$ cat config.mk
export PLATFORM = sky130hd
export DESIGN_NAME = par2ser_mem_writer
export DESIGN_NICKNAME = d
export VERILOG_FILES = /design/src/rtl/par2ser_mem_writer.sv
export SDC_FILE = /design/constraint.sdc
export NUM_CORES = 1
export LEC_CHECK = 0
export CELL_PAD_IN_SITES_DETAIL_PLACEMENT = 0
export CELL_PAD_IN_SITES_GLOBAL_PLACEMENT = 1
export CORE_ASPECT_RATIO = 1.2
export CORE_MARGIN = 3
export CORE_UTILIZATION = 39
export DETAILED_ROUTE_END_ITERATION = 12
export GPL_ROUTABILITY_DRIVEN = 0
export GPL_TIMING_DRIVEN = 0
export PLACE_DENSITY = 0.81
export SYNTH_ARGS = -nofsm -noshare
export SYNTH_HDL_FRONTEND = slang
export SYNTH_SLANG_ARGS = --single-unit
$ cat constraint.sdc
create_clock -name clk -period 1.65 [get_ports clk]
set_clock_uncertainty 0.15 [all_clocks]
set_input_delay 0.33 -clock clk [delete_from_list [all_inputs] [get_ports clk]]
set_output_delay 0.33 -clock clk [all_outputs]
set_load 0.01 [all_outputs]
$ cat src/rtl/par2ser_mem_writer.sv
// par2ser_mem_writer: accepts a beat of LANES parallel words and writes them
// one per cycle (lane 0 first) into a single-port memory write interface.
// The address wraps at DEPTH. A synchronous address clear is supported.
// Beats offered while the block is not ready are dropped and reported.
// Optional feature macro: OVERFLOW_CNT_EN adds a saturating 16-bit drop_count
// output. It is cleared together with the address.
module par2ser_mem_writer #(
  parameter int unsigned DATA_W = 18,
  parameter int unsigned LANES  = 2,
  parameter int unsigned ADDR_W = 4,
  parameter int unsigned DEPTH  = 16
) (
  input  logic                    clk,
  input  logic                    reset_n,
  input  logic [LANES*DATA_W-1:0] data_in,
  input  logic                    valid_in,
  output logic                    ready_out,
  input  logic                    addr_clr,
  output logic [DATA_W-1:0]       data,
  output logic [ADDR_W-1:0]       addr,
  output logic                    wea,
  output logic                    busy,
  output logic                    overflow
`ifdef OVERFLOW_CNT_EN
  ,
  output logic [15:0]             drop_count
`endif
);

  localparam int unsigned BEAT_W = LANES * DATA_W;
  localparam int unsigned CNT_W  = (LANES > 1) ? $clog2(LANES) : 1;
  localparam logic [CNT_W-1:0]  LAST_LANE = CNT_W'(LANES - 1);
  localparam logic [ADDR_W-1:0] LAST_ADDR = ADDR_W'(DEPTH - 1);

  typedef enum logic {
    IDLE  = 1'b0,
    SHIFT = 1'b1
  } state_t;

  state_t             state;
  logic [CNT_W-1:0]   lane_cnt;
  logic [BEAT_W-1:0]  hold;
  logic [ADDR_W-1:0]  wr_ptr;
  logic               clr_pend;
  logic               last_lane_c;
  logic               accept_c;
  logic               drop_c;
  logic               clr_now_c;

  // Wrap-around increment of the write pointer
  function automatic logic [ADDR_W-1:0] next_addr(input logic [ADDR_W-1:0] a);
    return (a == LAST_ADDR) ? '0 : a + ADDR_W'(1);
  endfunction

  // Handshake decode: ready on the last lane allows back-to-back beats
  assign last_lane_c = (state == SHIFT) && (lane_cnt == LAST_LANE);
  assign ready_out   = (state == IDLE) || last_lane_c;
  assign busy        = (state == SHIFT);
  assign accept_c    = valid_in && ready_out;
  assign drop_c      = valid_in && !ready_out;
  // Point at which an address clear actually takes effect
  assign clr_now_c   = ((state == IDLE) && addr_clr) ||
                       (last_lane_c && (clr_pend || addr_clr));

  // Serialiser FSM with registered memory-side outputs
  always_ff @(posedge clk or negedge reset_n) begin
    if (!reset_n) begin
      state    <= IDLE;
      lane_cnt <= '0;
      hold     <= '0;
      wr_ptr   <= '0;
      clr_pend <= 1'b0;
      data     <= '0;
      addr     <= '0;
      wea      <= 1'b0;
      overflow <= 1'b0;
    end else begin
      overflow <= drop_c;
      case (state)
        IDLE: begin
          wea <= 1'b0;
          if (addr_clr) begin
            wr_ptr <= '0;
            addr   <= '0;
          end
          if (accept_c) begin
            hold     <= data_in;
            lane_cnt <= '0;
            state    <= SHIFT;
          end
        end
        SHIFT: begin
          wea      <= 1'b1;
          data     <= hold[int'(lane_cnt) * DATA_W +: DATA_W];
          addr     <= wr_ptr;
          lane_cnt <= lane_cnt + CNT_W'(1);
          if (last_lane_c) begin
            // A clear requested during the beat lands only after its last word
            wr_ptr   <= (clr_pend || addr_clr) ? '0 : next_addr(wr_ptr);
            clr_pend <= 1'b0;
            if (accept_c) begin
              hold     <= data_in;
              lane_cnt <= '0;
            end else begin
              state <= IDLE;
            end
          end else begin
            wr_ptr <= next_addr(wr_ptr);
            if (addr_clr) begin
              clr_pend <= 1'b1;
            end
          end
        end
        default: state <= IDLE;
      endcase
    end
  end

`ifdef OVERFLOW_CNT_EN
  // Saturating count of dropped beats, cleared alongside the address
  always_ff @(posedge clk or negedge reset_n) begin
    if (!reset_n) begin
      drop_count <= '0;
    end else if (clr_now_c) begin
      drop_count <= '0;
    end else if (drop_c && (drop_count != 16'hFFFF)) begin
      drop_count <= drop_count + 16'd1;
    end
  end
`endif

endmodule

==> flow_metrics.tcl, run 1 <==
set metrics [dict create \
    status "completed" \
    netlist_area_sq_um 2680 \
    path_max_fanout 6 \
    core_area_sq_um 6530 \
    regToRegStartpoint "busy" \
    worst_slew_pin_slew_ns 0.826 \
    hpwl_microns 3640 \
    cts.path.max_buffers 2 \
    yosysTopAreaCellShare_pct 62.6 \
    clkLatencyLatePin_ns 0.33 \
    p_total_w 0.00638 \
    cts_tree "built" \
    via_per_inst 4.81 \
    synth.area.top_cells "dfrtp_1, mux2_1, mux2i_1" \
    min_period_ns 1.59 \
    criticalPathCategory "flop to output port" \
    rrSetupSlack_ns 0.08 \
    vias 1756 \
    cts_root_buffer "clkbuf_8" \
    cp.required_ns 1.17 \
    max_freq_ghz 0.628 \
    setup_viol 0 \
    met2_usage_pct 23.8 \
    drc 0 \
    ir_drop_mv 0.779 \
    ys_types 24 \
    die_w_microns 81.6 \
    p_leak_nw 1.61 \
    grt_pass1_wl_microns 8780 \
    htreeDepth 3 \
    r2r-end "hold[5]" \
    die-height_microns 96.8 \
    grt.busiest_layer "met2" \
    drive_above_1_share_pct 9.29 \
    io_pins 66 \
    final_util_pct 55.3 \
    ys_seq_elements 67 \
    syn_area_per_cell_sq_um 13.5 \
    drv_cap 0 \
    wl_microns 5290 \
    final_antenna_net_count 0 \
    antenna_found_initial 0 \
    drv_slew 0 \
    cp-start-kind "flop" \
    fp-row-count 32 \
    crit_arrival_ns 1.11 \
    syn_nets 240 \
    start_util_pct 41.0 \
    numCtsBuffers 9 \
    areaGrowthSynthToFinish_pct 34.9 \
    hold_path_depth 0 \
    r2r_cells 5 \
    finalCritPeriodShare_pct 96.5 \
    p_per_area_nw_per_um2 1770 \
    grt_use_met3_pct 3.63 \
    wl_per_cell_microns 14.5 \
    clk_pin_slew_ns 0.07 \
    cp-end-kind "output port" \
    postCtsSetupRepairBufs 0 \
    synth_seq_area_share_pct 62.6 \
    hold_class "flop to flop" \
    rsz0062_at_grt "true" \
    grt_pass1_vias 1826 \
    grt_start_max_net_pins 68 \
    drtPass1Iterations 4 \
    slew_headroom_pct 44.9 \
    grt_overflow 0 \
    hold_viol 0 \
    diodes 0 \
    drt-initial-drc-count 53 \
    die-area_sq_um 7900 \
    whs_endpoint "wea" \
    port_buffers 65 \
    cts.sinks 67 \
    yosys.area.top_type "dfrtp_1" \
    postSynthCellCount 199 \
    min_from "busy" \
    grt_usage_pct 14.8 \
    gr-usage-met1_pct 18.0 \
    synth_warnings 0 \
    fin_nets 317 \
]
[worst max-delay path: stages, from the launching register on]
cell and delay, ns:
dfrtp_1 0.39, buf_4 0.16, nand2b_4 0.09, buf_2 0.14
[power breakdown]
part	switching (W)	leakage (nW)	internal [W]
sequential	0.000408	0.788	0.00243
clock	0.000558	0.0995	0.000771
combinational	0.00106	0.720	0.00115
[cell usage after synthesis, drive strengths merged]
| library cell | count |
|---|---|
| mux2i | 18 |
| inv | 3 |
| a22o | 4 |
| nand4 | 1 |
| nor2 | 20 |
| mux2 | 36 |
| clkbuf | 2 |
| ha | 1 |
| and4b | 1 |
| o21ai | 4 |
| a31oi | 1 |
| nand2b | 2 |
| dfrtp | 67 |
| o2111ai | 1 |
| a32o | 1 |
| nand3 | 2 |
| buf | 9 |
| a32oi | 1 |
| nand2 | 4 |
| a21oi | 21 |
[cells in the final DEF (no fill, tap or decap), types with 4 or more instances in the layout]
master           netlist  routed
a21oi_1               21      21
dlygate4sd2_1          0      25
clkbuf_8               0      11
mux2_1                36      36
o21ai_1                4       4
a22o_1                 4       4
dfrtp_1               67      67
buf_2                  5       5
buf_4                  3       4
nor2_1                20      20
mux2i_1               18      18
clkbuf_1               2       4
clkdlybuf4s50_1        0      38
[flip-flops by register name (all words and copies together) (netlist names)]
register / count
wea: 1
wr_ptr: 4
lane_cnt: 1
overflow: 1
hold: 36
clr_pend: 1
data: 18
busy: 1
addr: 4
[layer usage]
layer / wire [microns] / share of wire, %
met1: 2280 / 43
met2: 2660 / 50
met3: 239 / 4.5
met4: 107 / 2.0
met5: 0 / 0
[stage by stage]
step                      setup TNS [ns]  hold WS (ns)  setup WS (ns)  instance area, sq um  cells
after detailed placement           -5.76         0.241         -0.213                  3430    349
after CTS                              0         0.251         0.0338                  3610    365
after global placement           -145.05         0.233          -2.08                  3430    349
after floorplan                        0        -0.116         0.0749                  2680    199
final                                  0         0.253         0.0579                  3610    365
after global routing              -0.264         0.274        -0.0293                  3610    365
[worst max path at each step]
stage	startpoint	to	slack (ns)	depth (start not counted)
after global routing	busy	hold[12]	-0.03	5
after floorplan	busy	hold[0]	0.07	5
final	busy	ready_out	0.06	3
after global placement	reset_n	hold[4]	-2.08	1
after detailed placement	valid_in	hold[21]	-0.21	4
after CTS	busy	data[17]	0.03	4
[repair_timing]
action	in CTS	in global routing
hold buffers	1	0
gates resized for setup	32	1
setup endpoints to repair	32	29
hold endpoints to repair	67	0
[area by class of cell]
type | count | area, sq um
clock inverters | 2 | 35.0
plain buffers | 11 | 66.3
repair buffers | 66 | 622
fillers | 594 | 2910
well taps | 85 | 106
flip-flops and latches | 67 | 1680
multi-input cells | 118 | 936
clock buffers | 13 | 159
inverters | 3 | 11.3
[kinds of logic (layout without fill, tap and decap cells)]
logic type	count (synthesis)	in the layout	synth area share [%]
AOI/OAI and AO/OA	33	33	7.24
adders and majority gates	1	1	0.467
buffers and inverters	14	95	2.62
DFF	67	67	62.6
muxes	54	54	21.9
and+or+nand+nor	30	30	5.19
(Power assumes the default switching activity.)
==> inputs of run 2 (changes only) <==
--- a/config.mk
+++ b/config.mk
@@ -12,8 +12,9 @@
 export CORE_UTILIZATION = 39
 export DETAILED_ROUTE_END_ITERATION = 12
 export GPL_ROUTABILITY_DRIVEN = 0
-export GPL_TIMING_DRIVEN = 0
+export HOLD_SLACK_MARGIN = 0.06
 export PLACE_DENSITY = 0.81
 export SYNTH_ARGS = -nofsm -noshare
 export SYNTH_HDL_FRONTEND = slang
 export SYNTH_SLANG_ARGS = --single-unit
+export TNS_END_PERCENT = 10
==> flow_metrics.tcl, run 2 (synthesized netlist as in run 1, its figures left out) <==
set metrics [dict create \
    hpwl_microns 3500 \
    die-height_microns 96.8 \
    final_antenna_net_count 0 \
    io_pins 66 \
    die_w_microns 81.6 \
    drv_cap 0 \
    setup_viol 0 \
    min_from "hold[32]" \
    crit_family "compound AO/OA/AOI/OAI gates" \
    final_common_cell "dfrtp_1" \
    drv_slew 0 \
    htreeDepth 3 \
    start_util_pct 41.0 \
    rsz0062_at_grt "true" \
    port_buffers 65 \
    seq_area_sq_um 1680 \
    crit_start "lane_cnt" \
    grt_pass1_vias 1769 \
    slowest_delay_ns 0.35 \
    regToRegStartpoint "lane_cnt" \
    slew_headroom_pct 67.0 \
    postCtsSetupRepairBufs 0 \
    drt-initial-drc-count 52 \
    antenna_found_initial 0 \
    min_period_ns 1.56 \
    dpl_cell_area_sq_um 3460 \
    fin_nets 313 \
    fin_cells 362 \
    cts_root_buffer "clkbuf_8" \
    status "completed" \
    p_per_area_nw_per_um2 1760 \
    p_total_w 0.00641 \
    vias 1726 \
    ir_drop_mv 0.760 \
    core_area_sq_um 6530 \
    max_freq_ghz 0.640 \
    critPathBufInv 1 \
    top_regs "hold x36, data x18" \
    drtPass1Iterations 4 \
    criticalPathCategory "flop to flop" \
    hold_class "flop to flop" \
    cts.sinks 67 \
    via_per_inst 4.77 \
    cp-start-kind "flop" \
    wl_microns 5140 \
    hold_viol 0 \
    numCtsBuffers 9 \
    drc 0 \
    path_max_fanout 21 \
    setup_tns_ns 0 \
    multi_input_area_sq_um 936 \
    fp-row-count 32 \
    die-area_sq_um 7900 \
    crit_arrival_ns 1.63 \
    clkLatencyLatePin_ns 0.34 \
    p_leak_nw 1.62 \
    grt_start_max_net_pins 68 \
    cp-end-kind "flop" \
    finalCritPeriodShare_pct 94.7 \
    worst_slew_pin_slew_ns 0.493 \
    grt_pass1_wl_microns 8520 \
    areaGrowthSynthToFinish_pct 36.0 \
    cp.required_ns 1.72 \
    cts_tree "built" \
    grt_usage_pct 14.3 \
    drive_above_1_share_pct 9.75 \
    grt_overflow 0 \
    fin_area_sq_um 3640 \
    largest_reg_flops 36 \
    critPathSlowestCell "dfrtp_1" \
    clk_pin_slew_ns 0.07 \
    diodes 0 \
    wl_per_cell_microns 14.2 \
    regMostFlops "hold" \
    nFillCells 570 \
    final_cell_mix "dfrtp_1, clkdlybuf4s50_1, mux2_1" \
    cp_cell_sequence "buf_4 > o21ai_1 > a32oi_1 > nand2_1" \
    cts.path.max_buffers 2 \
    dp_cells 345 \
]
run 2: changes by cell type in the layout (fill, tap and decap cells not counted), sizes merged:
cell / before / now
clkinv: 1 / 4
clkbuf: 16 / 11
clkinvlp: 0 / 1
buf: 10 / 8
run 2: metrics by stage:
| stage | setup WS [ns] | utilization (%) | hold slack [ns] |
|---|---|---|---|
| after floorplan | 0.0749 | - | -0.116 |
| after global placement | -0.0625 | 53.0 | 0.224 |
| after detailed placement | -0.0613 | 53.0 | 0.230 |
| after CTS | 0.0393 | 55.9 | 0.347 |
| after global routing | -0.0128 | 55.8 | 0.359 |
| final | 0.0877 | 55.8 | 0.340 |
run 2: layer usage:
| metal | wire length, microns | share of wire, % | vias up | GRT usage [%] |
|---|---|---|---|---|
| met2 | 2540 | 49 | 43 | 22.1 |
| met1 | 2220 | 43 | 827 | 17.9 |
| li1 | - | - | 845 | - |
| met4 | 137 | 2.7 | 0 | 9.34 |
| met3 | 238 | 4.6 | 11 | 2.79 |
| met5 | 0 | 0 | - | 0 |
run 2: final timing paths:
path,end,slack (ns),cells after the start
max,wr_ptr[3],0.09,4
min,hold[32],0.34,1
max reg2reg,wr_ptr[3],0.09,4
min reg2reg,hold[32],0.34,1
max in group asynchronous,wr_ptr[2],0.68,3
min in group asynchronous,data[14],0.39,3
run 2: where the power goes:
part | leakage (nW) | internal, W | switching (W)
clock | 0.102 | 0.000738 | 0.000622
combinational | 0.726 | 0.00117 | 0.00104
sequential | 0.788 | 0.00243 | 0.000411
total | 1.62 | 0.00434 | 0.00207
run 2: timing repair:
item	in CTS	in global routing
gates cloned	0	0
pin swaps	0	0
hold buffers	1	0
endpoints found under the hold margin	67	0
endpoints found under the setup margin	26	2
resized for setup	28	1
run 2: layout make-up:
cell class                      instances  area share, %
Tap cell                               85           2.92
Multi-Input combinational cell        118           25.7
Sequential cell                        67           46.0
Clock inverter                          6           1.79
Timing Repair Buffer                   73           19.5
Inverter                                3          0.309
Clock buffer                           10           3.78
==> edit 1 (config.mk and constraints of run 2) <==
Change the parameter `LANES` from 2 to 8.
--- a/src/rtl/par2ser_mem_writer.sv
+++ b/src/rtl/par2ser_mem_writer.sv
@@ -6,7 +6,7 @@
 // output. It is cleared together with the address.
 module par2ser_mem_writer #(
   parameter int unsigned DATA_W = 18,
-  parameter int unsigned LANES  = 2,
+  parameter int unsigned LANES  = 8,
   parameter int unsigned ADDR_W = 4,
   parameter int unsigned DEPTH  = 16
 ) (
Ports: changed (resized data_in); port bits go from 66 to 174. The function was not compared with the original's and may differ.
==> edit 1 against run 2 <==
- the flow now finishes with violations (negative setup slack)
- sequential cell count increased by 110
- worst hold slack got worse by 0.10 ns
- cell area increased to 3.1 times the old value
- synthesized area increased to 3.0 times the old value
- power increased to 3.4 times the old value
- non-clock buffer count increased by 144
- sequential share of layout area decreased by 6.6 points
- setup slack got worse by 0.46 ns
- wire length increased to 4.0 times the old value
- register-to-register slack got worse by 0.45 ns
- synthesized cell count increased to 2.8 times the old value
- largest power group is now combinational cells
==> edit 1: results (changes against run 2) <==
status=complete, but fails checks; failing checks=negative setup slack; htree depth=4 (+1); slowest CP cell=dfrtp_4; setup ws final=-0.369 ns (-0.456 ns); final setup vio count=165 (+165); Root Driver=clkbuf_16; Mapped Nets=710 (+200%); Netlist cell types=30 (+25%); CP top delay family=flip-flops; setup slack, reg-to-reg=-0.36 ns (-0.45 ns); post-place setup slack=-0.390 ns (-0.328 ns); Critical R2R Launch=lane_cnt[0]; Reg2Reg Depth=6 (+2); Hold Path Class=input pin to asynchronous set/reset pin; Port Buffers=173 (+170%); placed insts=1003 (+190%); Mean Syn Cell Area=14.5 um^2 (+7.4%); crit-path max FO=4 (-81%); Post-synth top cells=dfrtp_1, mux2_2, mux2i_1; Arr. time, crit path=1.54 ns (-0.09 ns); Post CTS Setup Buffer Count=1 (+1); clock latency on the worst-skew pair=0.44 ns (+0.10 ns); total number of vias=5252 (+200%); Initial DRC Count=225 (+330%); HPWL after DPL=14.8 mm (+320%); leakage=5.31 nW (+230%); initial antenna violation count=4 (+4); synth top area cells=dfrtp_1, mux2_2, mux2_4; NumNets Final=911 (+190%); Min Hold Slack=0.235 ns (-0.104 ns); sequential-to-total area share from yosys stat=54.8% (-7.8 points); Critical Path Max Stage Delay=0.49 ns (+0.14 ns); largest net degree at the start of global routing=44 (-35%); GRT Overall Usage=18.7% (+4.4 points)
==> edit 1: cells by family (layout without fill, tap and decap cells) <==
family | after synthesis | after routing | share of synthesized area (%)
compound gates | 71 | 71 | 5.93
xor+xnor | 1 | 1 | 0.108
fa+ha+maj | 3 | 3 | 0.465
buf+inv | 54 | 268 | 4.35
flops | 177 | 177 | 54.8
mux | 217 | 217 | 31.9
other cells | 0 | 3 | 0
simple gates | 36 | 36 | 2.45
==> edit 1: routing by layer <==
layer	wire length, um	global-route usage (%)
met3	860	3.68
met1	8000	22.0
met5	13	0
met2	11000	32.4
met4	662	9.48
==> edit 1: layout make-up <==
type	count	area share (%)
Sequential cell	177	39.4
Multi-Input combinational cell	328	31.8
Timing Repair Buffer	217	19.9
Clock buffer	17	3.78
Tap cell	265	2.95
Clock inverter	15	1.49
Inverter	19	0.634
Antenna cell	3	0.0667
==> edit 1: where the power goes <==
part           switching, mW  internal, mW
Clock                   1.89          2.16
Combinational           4.21          5.92
Sequential              1.31          6.61
Total                   7.40          14.7
==> edit 2 (flow settings as in run 2) <==
Without the edit above. Remove the register `overflow`: a continuous assignment takes its place, so the output `overflow` follows one clock earlier.
--- a/src/rtl/par2ser_mem_writer.sv
+++ b/src/rtl/par2ser_mem_writer.sv
@@ -73,9 +73,7 @@
       data     <= '0;
       addr     <= '0;
       wea      <= 1'b0;
-      overflow <= 1'b0;
     end else begin
-      overflow <= drop_c;
       case (state)
         IDLE: begin
           wea <= 1'b0;
@@ -116,6 +114,8 @@
     end
   end
 
+  assign overflow = drop_c;
+
 `ifdef OVERFLOW_CNT_EN
   // Saturating count of dropped beats, cleared alongside the address
   always_ff @(posedge clk or negedge reset_n) begin
Behaviour: not the same (Yosys sat finds a counterexample within 4 cycles, from zero or initial values and one cycle with reset_n low).
==> edit 2 against run 2 <==
- cell area about the same
- via count up 3.2%
- core utilization about the same
- power down 0.97%
- maximum frequency down 1.7%
- synthesized area down 0.93%
- setup slack worse by 0.027 ns
- sequential cell count down 1
- wire length up 1.9%
- global-route usage up 0.57 points
- critical path depth down 2
- largest cell class unchanged
- largest power group unchanged
==> edit 2: results (changes against run 2) <==
status=completed; leakage=1.61 nW (-0.17%); # fillers=591 (+3.7%); first-pass iteration count of the detailed router=4 (unchanged); sequential-to-total area share from yosys stat=62.3% (-0.35 points); Hold Path Class=input pin to asynchronous set/reset pin; dpl cell area=3490 um^2 (+0.72%); CP top delay family=flip-flops; YS warnings=0 (unchanged); Top FF cell, synth=dfrtp_1; Initial DRC Count=49 (-5.8%); Mapped Nets=239 (-0.42%); Root Driver=clkbuf_8; initial antenna violation count=0 (unchanged); biggest regs=hold x36, data x18; DRT Wirelength=5.24 mm (+1.9%); NumNets Final=317 (+1.3%); synth top area cells=dfrtp_1, mux2_1, mux2i_1; htree depth=3 (unchanged); Max-slew headroom=67.2% (+0.18 points); number of inserted diodes=0 (unchanged); #FFs+latches synth=66 (-1.5%); CTS buffer count=9 (unchanged); clock latency on the worst-skew pair=between 0.3 and 0.4 ns; Post-synth top cells=dfrtp_1, mux2_1, a21oi_1; Clock Path Buffers=2 (unchanged); Port Buffers=65 (unchanged); slowest CP cell=dfrtp_1; Synth async-reset ratio=100% (unchanged); Reg clk slew, reported paths=0.07 ns (about the same); vias in the first global route=1807 (+2.1%); global-route wire length before repair=8.58 mm (+0.73%); Critical Path Max Stage Delay=0.37 ns (+0.02 ns); Worst VDD drop=0.777 mV (+2.2%); crit-path max FO=3 (-86%); share of cells above drive strength 1=9.96% (+0.22 points); vias per cell=4.87 (+2.1%); GRT Overall Usage=14.9% (+0.57 points); HPWL after DPL=3.76 mm (+7.5%); grt ovf=0 (unchanged); Reg2Reg Depth=5 (+1); largest net degree at the start of global routing=33 (-51%); Netlist cell types=24 (unchanged); Arr. time, crit path=1.11 ns (-0.52 ns); Remaining DRCs=0 (unchanged); Post CTS Setup Buffer Count=0 (unchanged)
[edit 2: cell types whose count changed after synthesis, sizes merged]
cell          run 2  this run
dfrtp            67        66
[edit 2: stage by stage]
step | instances | util (%) | total power, mW | setup TNS [ns] | setup WS [ns]
floorplan | 198 | - | 4.21 | 0 | 0.0749
finish | 366 | 55.8 | 6.34 | 0 | 0.0611
detailed placement | 349 | 53.4 | 5.39 | -4.44 | -0.339
CTS | 366 | 55.8 | 6.46 | -0.0121 | -0.0121
global route | 366 | 55.8 | 6.82 | -0.0308 | -0.0199
global placement | 349 | 53.4 | 5.28 | -4.02 | -0.310
[edit 2: area by class of cell]
cell class	count	share of cell area, %
Multi-Input combinational cell	118	25.6
Tap cell	85	2.92
Sequential cell	66	45.4
Clock inverter	3	1.10
Timing Repair Buffer	78	20.9
Clock buffer	13	3.81
Inverter	3	0.309
[edit 2: cell families after synthesis]
| family | share of synthesized area, % |
|---|---|
| buffers and inverters | 2.64 |
| multiplexers | 22.1 |
| flip-flops | 62.3 |
| AND/OR/NAND/NOR | 5.24 |
| adder cells (fa/ha/maj) | 0.472 |
| AO/OA/AOI/OAI | 7.31 |
[edit 2: report_power, final]
group          internal [mW]  switching (mW)
sequential              2.40           0.402
combinational           1.22            1.07
clock                  0.696           0.558
[edit 2: final timing paths]
check,start,end,slack [ns]
worst min-delay path,reset_n,hold[21],0.30
worst max-delay path,lane_cnt,ready_out,0.06
max in group asynchronous,reset_n,data[16],0.57
worst max register to register,lane_cnt,hold[9],0.08
min in group clk,hold[1],hold[1],0.34
worst min register to register,hold[1],hold[1],0.34
[edit 2: worst reg2reg max path, delay by kind of cell, from the launching register on]
family                 cells  cell delay, ns
and+or+nand+nor            2            0.29
muxes                      1            0.33
buffers and inverters      2            0.31
DFF                        1            0.37
[edit 2: metal layers]
| layer | vias to the layer above | GRT usage [%] | part of all wire (%) |
|---|---|---|---|
| li1 | 862 | - | - |
| met1 | 868 | 17.4 | 41 |
| met2 | 42 | 24.5 | 51 |
| met3 | 9 | 4.87 | 5.8 |
| met4 | 0 | 7.18 | 2.0 |
| met5 | - | 0 | 0 |
[edit 2: what timing repair did]
item / 4_1_cts / 5_1_grt
gates resized for setup: 29 / 2
hold buffers: 1 / 0
hold endpoints to repair: 13 / 0
setup endpoints to repair: 26 / 3
